`config.mk`:
```
export PLATFORM = sky130hd
export DESIGN_NAME = hd63701_irq_sched_flat
export DESIGN_NICKNAME = d
export VERILOG_FILES = /design/src/rtl/hd63701_irq_sched_if.sv /design/src/rtl/hd63701_irq_sched.sv /design/src/flat_wrapper.sv
export SDC_FILE = /design/constraint.sdc
export NUM_CORES = 1
export LEC_CHECK = 0
export CORE_ASPECT_RATIO = 1.1
export CORE_MARGIN = 3
export CORE_UTILIZATION = 47
export CTS_CLUSTER_DIAMETER = 50
export DETAILED_ROUTE_END_ITERATION = 10
export GPL_TIMING_DRIVEN = 0
export HOLD_SLACK_MARGIN = 0.1
export PLACE_DENSITY = 0.79
export SLEW_MARGIN = 0
export SYNTH_ARGS = -nofsm -noshare
export SYNTH_HDL_FRONTEND = slang
export SYNTH_SLANG_ARGS = --single-unit
```
`constraint.sdc`:
```
create_clock -name mcu_clx2 -period 4.45 [get_ports mcu_clx2]
set_input_delay 0.89 -clock mcu_clx2 [delete_from_list [all_inputs] [get_ports mcu_clx2]]
set_output_delay 0.89 -clock mcu_clx2 [all_outputs]
set_load 0.005 [all_outputs]
```
`src/rtl/hd63701_irq_sched_if.sv`:
```
// Core-side interrupt handshake: scheduler presents req/vec/src/wake, core returns a one-clock ack
// when it begins fetching the presented vector.
interface hd63701_irq_sched_if;
  logic        int_req;
  logic [15:0] int_vec;
  logic [2:0]  int_src;
  logic        wake;
  logic        int_ack;

  modport master (
    output int_req,
    output int_vec,
    output int_src,
    output wake,
    input  int_ack
  );

  modport slave (
    input  int_req,
    input  int_vec,
    input  int_src,
    input  wake,
    output int_ack
  );
endinterface

```
`src/rtl/hd63701_irq_sched.sv`:
```
// HD63701 interrupt scheduler: fixed-priority pick with I-mask, one frozen vector held until the core
// acks; 1 clk for internal sources, SYNC_STAGES+1 (IRQ1) / +2 (NMI) from the pins.
module hd63701_irq_sched #(
  parameter int SYNC_STAGES = 2
) (
  input  logic                mcu_clx2,
  input  logic                mcu_rst_n,
  input  logic                nmi_in,
  input  logic                irq1_in,
  input  logic                ici_in,
  input  logic                oci_in,
  input  logic                toi_in,
  input  logic                sci_in,
  input  logic                i_mask,
  hd63701_irq_sched_if.master core_if
);

  localparam logic [1:0] ST_IDLE  = 2'd0;
  localparam logic [1:0] ST_HOLD  = 2'd1;
  localparam logic [1:0] ST_GUARD = 2'd2;

  localparam logic [2:0] SRC_NONE = 3'd0;
  localparam logic [2:0] SRC_NMI  = 3'd1;
  localparam logic [2:0] SRC_IRQ1 = 3'd2;
  localparam logic [2:0] SRC_ICI  = 3'd3;
  localparam logic [2:0] SRC_OCI  = 3'd4;
  localparam logic [2:0] SRC_TOI  = 3'd5;
  localparam logic [2:0] SRC_SCI  = 3'd6;

  localparam logic [15:0] VEC_RESET = 16'hFFFE;
  localparam logic [15:0] VEC_NMI   = 16'hFFFC;
  localparam logic [15:0] VEC_IRQ1  = 16'hFFF8;
  localparam logic [15:0] VEC_ICI   = 16'hFFF6;
  localparam logic [15:0] VEC_OCI   = 16'hFFF4;
  localparam logic [15:0] VEC_TOI   = 16'hFFF2;
  localparam logic [15:0] VEC_SCI   = 16'hFFF0;

  logic [SYNC_STAGES-1:0] nmi_sync_q;
  logic [SYNC_STAGES-1:0] irq1_sync_q;
  logic                   nmi_hist_q;
  logic                   nmi_pend_q, nmi_pend_d;
  logic [1:0]             state_q, state_d;
  logic                   int_req_q, int_req_d;
  logic [15:0]            int_vec_q, int_vec_d;
  logic [2:0]             int_src_q, int_src_d;
  logic                   wake_q;

  logic                   nmi_synced;
  logic                   irq1_synced;
  logic                   nmi_edge;
  logic                   nmi_clr;
  logic                   maskable_any;
  logic                   cand_vld;
  logic [15:0]            cand_vec;
  logic [2:0]             cand_src;
  logic                   src_active;

  assign nmi_synced   = nmi_sync_q[SYNC_STAGES-1];
  assign irq1_synced  = irq1_sync_q[SYNC_STAGES-1];
  assign nmi_edge     = nmi_synced & ~nmi_hist_q;
  assign maskable_any = irq1_synced | ici_in | oci_in | toi_in | sci_in;

  // A pending NMI beats everything; maskable sources only compete while the I flag is clear.
  always_comb begin
    cand_vld = 1'b0;
    cand_vec = VEC_RESET;
    cand_src = SRC_NONE;
    if (nmi_pend_q) begin
      cand_vld = 1'b1;
      cand_vec = VEC_NMI;
      cand_src = SRC_NMI;
    end else if (!i_mask) begin
      if (irq1_synced) begin
        cand_vld = 1'b1;
        cand_vec = VEC_IRQ1;
        cand_src = SRC_IRQ1;
      end else if (ici_in) begin
        cand_vld = 1'b1;
        cand_vec = VEC_ICI;
        cand_src = SRC_ICI;
      end else if (oci_in) begin
        cand_vld = 1'b1;
        cand_vec = VEC_OCI;
        cand_src = SRC_OCI;
      end else if (toi_in) begin
        cand_vld = 1'b1;
        cand_vec = VEC_TOI;
        cand_src = SRC_TOI;
      end else if (sci_in) begin
        cand_vld = 1'b1;
        cand_vec = VEC_SCI;
        cand_src = SRC_SCI;
      end
    end
  end

  always_comb begin
    src_active = 1'b0;
    case (int_src_q)
      SRC_IRQ1: src_active = irq1_synced;
      SRC_ICI:  src_active = ici_in;
      SRC_OCI:  src_active = oci_in;
      SRC_TOI:  src_active = toi_in;
      SRC_SCI:  src_active = sci_in;
      default:  src_active = 1'b0;
    endcase
  end

  always_comb begin
    state_d   = state_q;
    int_req_d = int_req_q;
    int_vec_d = int_vec_q;
    int_src_d = int_src_q;
    nmi_clr   = 1'b0;
    case (state_q)
      ST_IDLE: begin
        if (cand_vld) begin
          int_req_d = 1'b1;
          int_vec_d = cand_vec;
          int_src_d = cand_src;
          state_d   = ST_HOLD;
        end
      end
      ST_HOLD: begin
        // Ack beats withdrawal; an NMI in service is never withdrawn.
        if (core_if.int_ack) begin
          int_req_d = 1'b0;
          int_src_d = SRC_NONE;
          nmi_clr   = (int_src_q == SRC_NMI);
          state_d   = ST_GUARD;
        end else if ((int_src_q != SRC_NMI) && (!src_active || i_mask)) begin
          int_req_d = 1'b0;
          int_src_d = SRC_NONE;
          state_d   = ST_IDLE;
        end
      end
      ST_GUARD: begin
        state_d = ST_IDLE;
      end
      default: begin
        int_req_d = 1'b0;
        int_src_d = SRC_NONE;
        state_d   = ST_IDLE;
      end
    endcase
  end

  // A fresh edge in the same cycle as the ack of the previous NMI must not be lost.
  assign nmi_pend_d = nmi_edge | (nmi_pend_q & ~nmi_clr);

  always_ff @(posedge mcu_clx2 or negedge mcu_rst_n) begin
    if (!mcu_rst_n) begin
      nmi_sync_q  <= '1;
      nmi_hist_q  <= 1'b1;
      irq1_sync_q <= '0;
      nmi_pend_q  <= 1'b0;
      state_q     <= ST_IDLE;
      int_req_q   <= 1'b0;
      int_vec_q   <= VEC_RESET;
      int_src_q   <= SRC_NONE;
      wake_q      <= 1'b0;
    end else begin
      nmi_sync_q  <= {nmi_sync_q[SYNC_STAGES-2:0], nmi_in};
      nmi_hist_q  <= nmi_synced;
      irq1_sync_q <= {irq1_sync_q[SYNC_STAGES-2:0], irq1_in};
      nmi_pend_q  <= nmi_pend_d;
      state_q     <= state_d;
      int_req_q   <= int_req_d;
      int_vec_q   <= int_vec_d;
      int_src_q   <= int_src_d;
      wake_q      <= nmi_pend_q | (maskable_any & ~i_mask);
    end
  end

  assign core_if.int_req = int_req_q;
  assign core_if.int_vec = int_vec_q;
  assign core_if.int_src = int_src_q;
  assign core_if.wake    = wake_q;

endmodule

```
`src/flat_wrapper.sv`:
```
// flat-port wrapper written by rule: the top's interface ports become plain ports
module hd63701_irq_sched_flat 
#(
  parameter int SYNC_STAGES = 2
)
  (mcu_clx2, mcu_rst_n, nmi_in, irq1_in, ici_in, oci_in, toi_in, sci_in, i_mask, core_if_int_req, core_if_int_vec, core_if_int_src, core_if_wake, core_if_int_ack);
  hd63701_irq_sched_if core_if_i ();
  input  logic mcu_clx2;
  input  logic mcu_rst_n;
  input  logic nmi_in;
  input  logic irq1_in;
  input  logic ici_in;
  input  logic oci_in;
  input  logic toi_in;
  input  logic sci_in;
  input  logic i_mask;
  output wire logic [$bits(core_if_i.int_req)-1:0] core_if_int_req;
  output wire logic [$bits(core_if_i.int_vec)-1:0] core_if_int_vec;
  output wire logic [$bits(core_if_i.int_src)-1:0] core_if_int_src;
  output wire logic [$bits(core_if_i.wake)-1:0] core_if_wake;
  input wire logic [$bits(core_if_i.int_ack)-1:0] core_if_int_ack;
  assign core_if_int_req = core_if_i.int_req;
  assign core_if_int_vec = core_if_i.int_vec;
  assign core_if_int_src = core_if_i.int_src;
  assign core_if_wake = core_if_i.wake;
  assign core_if_i.int_ack = core_if_int_ack;
  hd63701_irq_sched #(.SYNC_STAGES(SYNC_STAGES)) u_core (.mcu_clx2(mcu_clx2), .mcu_rst_n(mcu_rst_n), .nmi_in(nmi_in), .irq1_in(irq1_in), .ici_in(ici_in), .oci_in(oci_in), .toi_in(toi_in), .sci_in(sci_in), .i_mask(i_mask), .core_if(core_if_i));
endmodule
```
==> results.md <==
- Number of synthesized flops with an enable pin: 0
- Fmax achieved: 0.442 GHz
- Final Hold Fails: 0
- Switch Pwr: 0.181 mW
- Hold buffer count at cts: 0
- CP Max Fanout: 6
- Synth top area cells: dfrtp_1 (28%), dfstp_2 (17%), buf_4 (11%)
- Max-slew violation count: 0
- Tightest Hold Check Type: reg -> reg
- Final period util: 50.8%
- Initial Util: 50.5%
- Core Region: 1800 um2
- Dpl hpwl: 1380 um
- Buffers & Inverters on Critical Path: 1
- Full die area: 2500 um2
- CTS root buffer: clkbuf_4
- Crit end category: flop
- Top_reg_cell synth: dfrtp_1
- Clock Skews: 3.58 ps
- Worst-skew pair later-pin latency: 270 ps
- Flop pwr share: 44.0%
- R2R depth: 4
- DRC viols: 0
- Clock sinks: 16
- Die W: 47.9 um
- Leakage: 0.519 nW
- PortBufs: 16
- Top cells by count, synth: buf_4 (13), dfrtp_1 (10), inv_1 (7)
- First-pass GRT wire length: 2760 um
- Sw Ratio: 32.4%
- Status: finished clean
- First-pass DRT Iterations: 4
- Pint: 0.376 mW
- Yosys reg bits: 16
- Reg2Reg Launch Point: u_core.irq1_sync_q[1]
- Initial antenna violation count: 0
- Cts bufs inserted: 3
- Pwr Density: 476 nW/um2
- Layout cells sized above 1: 26.2%
- Nets: 133
- Fill cells: 141
- Total track usage: 15.2%
- Cells after synthesis: 91
- Global route overflow: 0
- Worst path cell trace: clkdlybuf4s50_1 -> or3_4 -> o211ai_1 -> nand3b_1 -> o211ai_1
- Comb power frac: 39.7%
- DR vias: 741
- Worst Max-Slew Pin Slew: 689 ps
- Placed instance count: 136
- Crit path required time: 4640 ps
- Max VDD drop: 0.375 mV
- Slowest stage delay, CP: 490 ps
- Finish-stage setup viols: 0
- Syn-to-layout area delta: 28.6%
- CTS-repair resized insts: 0
- Die Ht: 52.1 um
- I/O pin total: 31
- Crit path depth: 5
- Mean area per synthesized cell: 10.0 um2
- CTS max path bufs: 2
- CP max stage cell: clkdlybuf4s50_1
- Crit start category: primary input
- Post-CTS Setup Bufs: 0
- Mapped Area: 910 um2
- CTS tree: yes
- Worst hold slack: 364 ps
- Maximum number of pins on one net before global-route repair: 17
- Seq/Total Area, Yosys: 44.8%
- Critical path's top delay family: simple AND/OR/NAND/NOR gates
- Post-route minimum period: 2260 ps
- Rows: 16
- Synth warn: 0
- CP most frequent cell: o211ai_1
- Library cells used by synthesis: 33
- Min-delay src: u_core.nmi_sync_q[0]
- CP Launch Point: oci_in
- CTS clk-pin slew, worst paths: 90 ps
- Avg WL per Cell: 12.7 um
- Post-DRT Antenna Nets: 0
- CP Class: in -> reg
- Routed WL: 1780 um
- Clock network fraction of total power: 16.2%
- RSZ-0062 raised after global routing: no
- Via-to-Cell Ratio: 5.29
- Setup TNS: 0 ps
- Biggest area consumer among synthesized cells: dfrtp_1
- H-tree depth reported by CTS: 1
- Asr flop ratio synth: 100%
- Number of max-cap violations: 0
- Count leader, synth: buf_4
- Area fraction of the dominant cell type after synthesis: 27.5%
- Filler-free cell count of the finished design: 140
- GP Congestion: 0.847
- Vias in the first global route: 671
- N_diodes: 0
- Iter 0 DRT Violations: 8
- Relative slew slack: 53.9%
- Hold Crit Depth: 0
- WP data arrival: 2450 ps
-- flip-flops by register name, indices dropped and copies added (netlist names) --
signal,flops
u_core.core_if.wake,1
u_core.irq1_sync_q,2
u_core.nmi_sync_q,2
u_core.state_q,2
u_core.nmi_pend_q,1
u_core.core_if.int_src,3
u_core.core_if.int_vec,3
u_core.core_if.int_req,1
u_core.nmi_hist_q,1
-- final timing paths --
check / to / slack (ps)
max: u_core.core_if.int_req / 2190
min: u_core.nmi_sync_q[1] / 360
max reg2reg: u_core.core_if.int_req / 2900
min reg2reg: u_core.nmi_sync_q[1] / 360
max in group asynchronous: u_core.nmi_pend_q / 2980
min in group asynchronous: u_core.core_if.int_src[0] / 1030
-- stage by stage --
step | setup slack [ps] | cell area, um2 | total power, mW | utilization, %
finish | 2190 | 1170 | 0.557 | 64.9
global route | 2100 | 1170 | 0.596 | 64.9
CTS | 2190 | 1170 | 0.562 | 64.9
detailed placement | 1900 | 1130 | 0.469 | 62.9
global placement | 1920 | 1130 | 0.461 | 62.9
floorplan | 2450 | 951 | 0.371 | -
-- worst reg2reg max path, cell delays in order, from the launching register on --
cell,delay (ps)
dfrtp_1,460
or3_4,430
o211ai_1,340
nand3b_1,130
o211ai_1,110
-- logic make-up (layout without fill, tap and decap cells) --
group	Yosys count	in the layout	synth area share, %
and+or+nand+nor	27	27	18.4
AOI/OAI and AO/OA	24	24	20.1
buffers and inverters	21	41	14.2
DFF	16	16	44.8
other	2	13	0.826
muxes	1	1	1.65
-- final cells by class --
class	count	area [um2]	share of cell area, %
Multi-Input combinational cell	65	414	35.4
Sequential cell	16	408	34.9
Timing Repair Buffer	16	160	13.7
Buffer	14	103	8.77
Clock buffer	4	36.3	3.10
Inverter	7	26.3	2.25
Tap cell	18	22.5	1.93
-- power by group through the flow --
stage / logic (mW) / clock network, mW / registers, mW
finish: 0.221 / 0.0904 / 0.245
global route: 0.244 / 0.101 / 0.251
CTS: 0.224 / 0.0946 / 0.244
detailed placement: 0.223 / 0 / 0.246
global placement: 0.218 / 0 / 0.243
floorplan: 0.133 / 0 / 0.238
-- layer usage --
| layer | routed length [um] | track usage (%) | vias to the layer above |
|---|---|---|---|
| met5 | 0 | 0 | - |
| met4 | 9 | 5.38 | 0 |
| met3 | 97 | 2.42 | 2 |
| met2 | 906 | 25.1 | 23 |
| met1 | 762 | 19.3 | 359 |
| li1 | - | - | 357 |
-- cells in the final DEF, fill, tap and decap left out, types with 2 or more instances in the layout --
master	n
conb_1	13
nand3b_1	4
or3_4	2
o21ai_0	4
o31ai_1	2
buf_4	13
o211ai_1	5
and2b_2	2
dfstp_2	6
clkbuf_4	3
dfrtp_1	10
nand2b_1	2
a21oi_1	4
nand2_1	4
nor2_1	6
inv_1	7
clkdlybuf4s50_1	16
No activity file was read; power rests on OpenSTA's default activity.
